--- config.mk ---
export PLATFORM = sky130hd
export DESIGN_NAME = rbm_fwd_core
export DESIGN_NICKNAME = d
export VERILOG_FILES = /design/src/rtl/rbm_fwd_core.sv
export SDC_FILE = /design/constraint.sdc
export NUM_CORES = 2
export LEC_CHECK = 0
export CAP_MARGIN = 10
export CORE_UTILIZATION = 65
export DETAILED_ROUTE_END_ITERATION = 6
export PLACE_DENSITY = 0.83
export RECOVER_POWER = 100
export SYNTH_ARGS = -nofsm -noshare
export SYNTH_HDL_FRONTEND = slang
export SYNTH_SLANG_ARGS = --single-unit
--- constraint.sdc ---
create_clock -name clk -period 11.1 [get_ports clk]
set_input_delay 1.665 -clock clk [delete_from_list [all_inputs] [get_ports clk]]
set_output_delay 1.665 -clock clk [all_outputs]
set_load 0.1 [all_outputs]
--- src/rtl/rbm_fwd_core.sv ---
// RBM forward pass: streams I_DIM visible values against per-lane weights, accumulates with
// saturation, then emits either a piecewise-linear sigmoid or the raw Q4.12 preactivation.
module rbm_fwd_core #(
  parameter int unsigned I_DIM   = 256,
  parameter int unsigned H_LANES = 4,
  parameter int unsigned ACC_W   = 32,
  parameter int unsigned SHIFT   = 10
) (
  input  logic                       clk,
  input  logic                       rst_n,
  input  logic                       start,
  input  logic                       clear,
  input  logic                       mode,
  input  logic [H_LANES*ACC_W-1:0]   bias,
  input  logic                       in_valid,
  output logic                       in_ready,
  input  logic [7:0]                 v_data,
  input  logic [H_LANES*16-1:0]      w_data,
  output logic                       out_valid,
  input  logic                       out_ready,
  output logic [H_LANES*16-1:0]      out_data,
  output logic                       busy
);

  localparam int unsigned CNT_W = $clog2(I_DIM + 1);
  localparam logic [CNT_W-1:0] LastBeat = CNT_W'(I_DIM - 1);
  localparam logic signed [ACC_W-1:0] XMax = ACC_W'(32767);
  localparam logic signed [ACC_W-1:0] XMin = -XMax;
  localparam logic signed [ACC_W-1:0] AccMax = {1'b0, {(ACC_W-1){1'b1}}};
  localparam logic signed [ACC_W-1:0] AccMin = {1'b1, {(ACC_W-1){1'b0}}};

  typedef enum logic [1:0] {StIdle, StAcc, StAct, StOut} state_e;

  state_e                    state_q;
  logic signed [ACC_W-1:0]   acc_q [H_LANES];
  logic [CNT_W-1:0]          cnt_q;
  logic                      mode_q;
  logic                      in_ready_q;
  logic                      out_valid_q;
  logic                      busy_q;
  logic [H_LANES*16-1:0]     out_data_q;

  logic signed [ACC_W-1:0]   acc_nxt [H_LANES];
  logic [15:0]               res     [H_LANES];

  for (genvar k = 0; k < H_LANES; k++) begin : g_lane
    logic signed [15:0]      w_k;
    logic signed [23:0]      prod;
    logic signed [ACC_W:0]   sum;
    logic signed [ACC_W-1:0] shr;
    logic signed [ACC_W-1:0] xc;
    logic signed [15:0]      x16;
    logic [15:0]             a;
    logic [16:0]             y_pos;
    logic [16:0]             y_neg;
    logic [15:0]             sig;

    assign w_k  = w_data[16*k +: 16];
    assign prod = $signed({{16{v_data[7]}}, v_data}) * $signed({{8{w_k[15]}}, w_k});
    // One guard bit is enough: a single product can never overflow by more than one bit.
    assign sum  = $signed({acc_q[k][ACC_W-1], acc_q[k]})
                + $signed({{(ACC_W-23){prod[23]}}, prod});

    always_comb begin
      acc_nxt[k] = sum[ACC_W-1:0];
      if (sum[ACC_W] != sum[ACC_W-1]) begin
        acc_nxt[k] = sum[ACC_W] ? AccMin : AccMax;
      end
    end

    assign shr = acc_q[k] >>> SHIFT;

    always_comb begin
      xc = shr;
      if (shr > XMax) begin
        xc = XMax;
      end else if (shr < XMin) begin
        xc = XMin;
      end
    end

    assign x16 = xc[15:0];
    assign a   = x16[15] ? 16'(-x16) : x16;

    always_comb begin
      if (a < 16'h1000) begin
        y_pos = 17'h08000 + {a[14:0], 2'b00};
      end else if (a < 16'h2600) begin
        y_pos = 17'h0A000 + {a, 1'b0};
      end else if (a < 16'h5000) begin
        y_pos = 17'h0D800 + {2'b00, a[15:1]};
      end else begin
        y_pos = 17'h10000;
      end
    end

    // Negative inputs use the symmetry sigmoid(-x) = 1 - sigmoid(x).
    assign y_neg = 17'h10000 - y_pos;

    always_comb begin
      if (!x16[15]) begin
        sig = y_pos[16] ? 16'hFFFF : y_pos[15:0];
      end else begin
        sig = y_neg[15:0];
      end
    end

    assign res[k] = mode_q ? x16 : sig;
  end

  always_ff @(posedge clk or negedge rst_n) begin
    if (!rst_n) begin
      state_q     <= StIdle;
      cnt_q       <= '0;
      mode_q      <= 1'b0;
      in_ready_q  <= 1'b0;
      out_valid_q <= 1'b0;
      busy_q      <= 1'b0;
      out_data_q  <= '0;
      for (int k = 0; k < H_LANES; k++) begin
        acc_q[k] <= '0;
      end
    end else if (clear) begin
      state_q     <= StIdle;
      in_ready_q  <= 1'b0;
      out_valid_q <= 1'b0;
      busy_q      <= 1'b0;
    end else begin
      unique case (state_q)
        StIdle: begin
          if (start) begin
            for (int k = 0; k < H_LANES; k++) begin
              acc_q[k] <= bias[ACC_W*k +: ACC_W];
            end
            mode_q     <= mode;
            cnt_q      <= '0;
            in_ready_q <= 1'b1;
            busy_q     <= 1'b1;
            state_q    <= StAcc;
          end
        end
        StAcc: begin
          if (in_valid && in_ready_q) begin
            for (int k = 0; k < H_LANES; k++) begin
              acc_q[k] <= acc_nxt[k];
            end
            cnt_q <= cnt_q + CNT_W'(1);
            if (cnt_q == LastBeat) begin
              in_ready_q <= 1'b0;
              state_q    <= StAct;
            end
          end
        end
        StAct: begin
          for (int k = 0; k < H_LANES; k++) begin
            out_data_q[16*k +: 16] <= res[k];
          end
          out_valid_q <= 1'b1;
          state_q     <= StOut;
        end
        StOut: begin
          if (out_ready) begin
            out_valid_q <= 1'b0;
            busy_q      <= 1'b0;
            state_q     <= StIdle;
          end
        end
        default: state_q <= StIdle;
      endcase
    end
  end

  assign in_ready  = in_ready_q;
  assign out_valid = out_valid_q;
  assign busy      = busy_q;
  assign out_data  = out_data_q;

endmodule

==> metrics <==
count of TritonRoute iterations in the first routing pass 6; Worst Max-Slew Pin Slew around 5.4 ns; DRC violation total after the first TritonRoute iteration slightly below 4,000; setup slack of the critical path after layout between 0.7 and 0.8 ns; portion of the post-synthesis area used by sequential elements around an eighth; maxcap violations 10; fraction of final layout cells with drive strength greater than 1 ~3.8%; Syn-to-layout area delta 9.84%; Slew Viols, Final between 500 and 600; clock-pin transition on the worst setup and hold timing paths about 0.06 ns; Seq. cell area just over 5000 um2; number of remaining DRC errors 0; per-instance average area after synthesis ~8.5 um2; Syn. warnings 0; total via count in the routed design about 39,000; largest net degree at the start of global routing between 80 and 90; number of fillers in the final layout around 5,100; CTS buffer count 29; number of enable flip-flop cells after synthesis 0; Worst R2R End out_data[15]$_DFFE_PN0P_; final critical-path share of the clock period between 90% and 100%; CP Launch Type primary input; net count after synthesis about 6,300; placeable core region around 66,000 um2; RSZ-0062 raised after global routing false; Data arrival, critical path 10.72 ns; top cell type's share of synthesized area between 20% and 30%; Worst Hold Endpoint out_data[35]$_DFFE_PN0P_; CTS sink cnt ~210; class of the most critical hold timing path flip-flop to flip-flop; antenna-violating nets left 0; gpl congestion 1.03; number of global-route vias before repair just under 40,000; type of destination of the critical path flip-flop; total area of multi-input combinational cells about 34,000 um2; Avg WL per Cell 21.5 um; total track usage about two fifths; first-pass GRT wire length around 210,000 um; post-synth top area cell fa_1; Buffers on Ports approximately 270; number of failing setup endpoints in the final timing report 0; CTS Root Buffer Type clkbuf_16; starting density of the core 66.2%; Netlist cell types around 110; instance count of the mapped netlist 5,143; H-tree level count 1; worst-case clock buffer depth 3; number of vias per cell after detailed routing roughly 6.3; Die Wd approximately 260 um; Register-to-Register Path Depth 21; Nets roughly 6,500; initial antenna violation count 11; final global-route overflow total 0; time the worst path needs with I/O delays and setup roughly 10 ns; upper clock frequency limit about 97 MHz; top-level I/O count ~270; total negative slack for setup checks 0 ns; Netlist Area Pre-Place 43,800 um2; Worst R2R Start acc_q[113]$_DFFE_PN0P_; number of buffers inserted for hold repair after clock tree synthesis 0; Die Y-Extent 262 um; number of endpoints with negative hold slack in the final report 0; result of the run finished with violations; flop-to-flop setup slack approximately 1.4 ns; most used flip-flop cell after synthesis dfrtp_1; # Post-CTS Setup Buffers 0; worst clock skew on the final layout between 0.01 and 0.015 ns; area of the die 68,500 um2; post-detailed-placement half-perimeter wirelength 104,000 um; clock tree from TritonCTS built; violations in the final reports capacitance limit, slew limit; beginning of the worst hold path out_data[35]$_DFFE_PN0P_; leading cell types by total area after synthesis fa_1 (30%), dfrtp_1 (12%), ha_1 (9.5%), inv_1 (8.1%), and2_1 (4.5%); Resize count post-CTS 0; Setup Slack @ Placement 0.711 ns; Final Routed Wirelength 133,000 um; Crit Path Category primary input to flip-flop; number of storage elements in the synthesis netlist 207; insertion delay to the later sink of the worst-skew pair roughly 0.6 ns; placement row count 94; required time of the worst setup path 11.49 ns; number of cells traversed by the worst hold path 2; Rel. slew slack -260%; Max FO, Critical Path 29; FFs w/ async S/R, synth 100%
==> cell families after synthesis <==
group	count (synthesis)	synth area share, %
and+or+nand+nor	1504	17.3
buffers and inverters	1170	10.1
DFF	207	11.8
muxes	37	0.882
AOI/OAI and AO/OA	1082	17.4
xor gates and xnor gates	153	3.06
adders and majority gates	990	39.5
==> cell usage after synthesis, drive strengths merged, types with 14 or more instances <==
cell type,n
inv,945
fa,656
nand2,420
ha,332
nor2,326
and2,315
o21ai,229
a21oi,218
dfrtp,207
clkbuf,195
xnor2,101
nor3,96
a21o,83
nand3,81
a221oi,61
o221ai,61
nand2b,59
xor2,52
a211oi,46
a31oi,40
o211ai,40
o31ai,39
and3,34
or3,34
a32oi,31
nor4,31
nand4,28
o21a,27
buf,25
o21bai,25
o22ai,25
mux2i,24
nor2b,24
or2,20
or4,16
o41ai,15
a2111oi,14
==> layer usage <==
metal | global-route usage, % | wire, um | vias up
li1 | - | - | 17300
met4 | 15.4 | 5250 | 12
met3 | 7.09 | 12000 | 343
met2 | 62.5 | 61300 | 1952
met5 | 0 | 84 | -
met1 | 53.9 | 54000 | 19200
==> registers in the layout, summed over array words and instances (netlist names) <==
register   flops
acc_q        128
busy           1
cnt_q          9
in_ready       1
mode_q         1
out_data      64
out_valid      1
state_q        2
==> stage by stage <==
step	utilization [%]	cells	instance area (um2)	hold WS (ns)
final	72.7	6179	48200	0.469
after global routing	72.7	6179	48200	0.489
after CTS	73.0	6174	48300	0.479
after detailed placement	71.4	6120	47300	0.465
after global placement	71.4	6120	47300	0.461
after floorplan	-	5143	43800	0.449
==> layout make-up <==
cell class | count | share of cell area [%]
repair buffers | 333 | 6.48
inverters | 950 | 7.40
flip-flops and latches | 207 | 10.8
well taps | 864 | 2.24
diodes | 5 | 0.0260
clock buffers | 36 | 1.62
clock inverters | 18 | 0.561
multi-input cells | 3766 | 70.9
==> critical path, stage by stage <==
cell           delay, ns
dlygate4sd3_1       0.84
inv_2               0.31
buf_4               0.36
fa_1                0.58
inv_1               0.05
fa_1                0.48
fa_1                0.52
fa_1                0.49
inv_1               0.05
fa_1                0.47
inv_1               0.04
ha_1                0.26
inv_1               0.10
o21bai_1            0.13
a2111oi_0           0.69
o31ai_1             0.16
a21oi_1             0.33
a311oi_1            0.17
o31ai_1             0.57
o21ai_0             0.23
o22ai_1             0.21
xnor2_1             0.23
ha_1                0.31
inv_1               0.33
o21ai_2             0.20
clkbuf_2            0.45
o221ai_1            0.31
o21ai_0             0.14
==> cell usage in the layout (no fill, tap or decap), types with 43 or more instances in the layout <==
master	count
ha_1	332
dlygate4sd3_1	70
a221oi_1	54
xnor2_1	101
buf_4	50
nand3_1	79
nand2_1	420
dfrtp_1	206
inv_1	943
xor2_1	52
a21o_1	83
a211oi_1	43
nand2b_1	58
o21ai_0	222
o221ai_1	61
nor2_1	323
nor3_1	96
fa_1	656
a21oi_1	215
and2_1	310
clkdlybuf4s50_1	195
==> how the worst max path moves through the flow <==
stage / from / endpoint / slack (ns) / cells past startpoint
finish: v_data[7] / acc_q[73]$_DFFE_PN0P_ / 0.76 / 28
global route: v_data[7] / acc_q[85]$_DFFE_PN0P_ / 0.36 / 28
CTS: v_data[7] / acc_q[32]$_DFFE_PN0P_ / 1.28 / 31
detailed placement: v_data[7] / acc_q[32]$_DFFE_PN0P_ / 0.71 / 31
global placement: v_data[7] / acc_q[108]$_DFFE_PN0P_ / 0.90 / 27
floorplan: v_data[0] / acc_q[62]$_DFFE_PN0P_ / 1.66 / 28
Power is left out: the tool's default activity adds up to more than one toggle a clock period on the data nets, which glitch-free logic cannot reach.
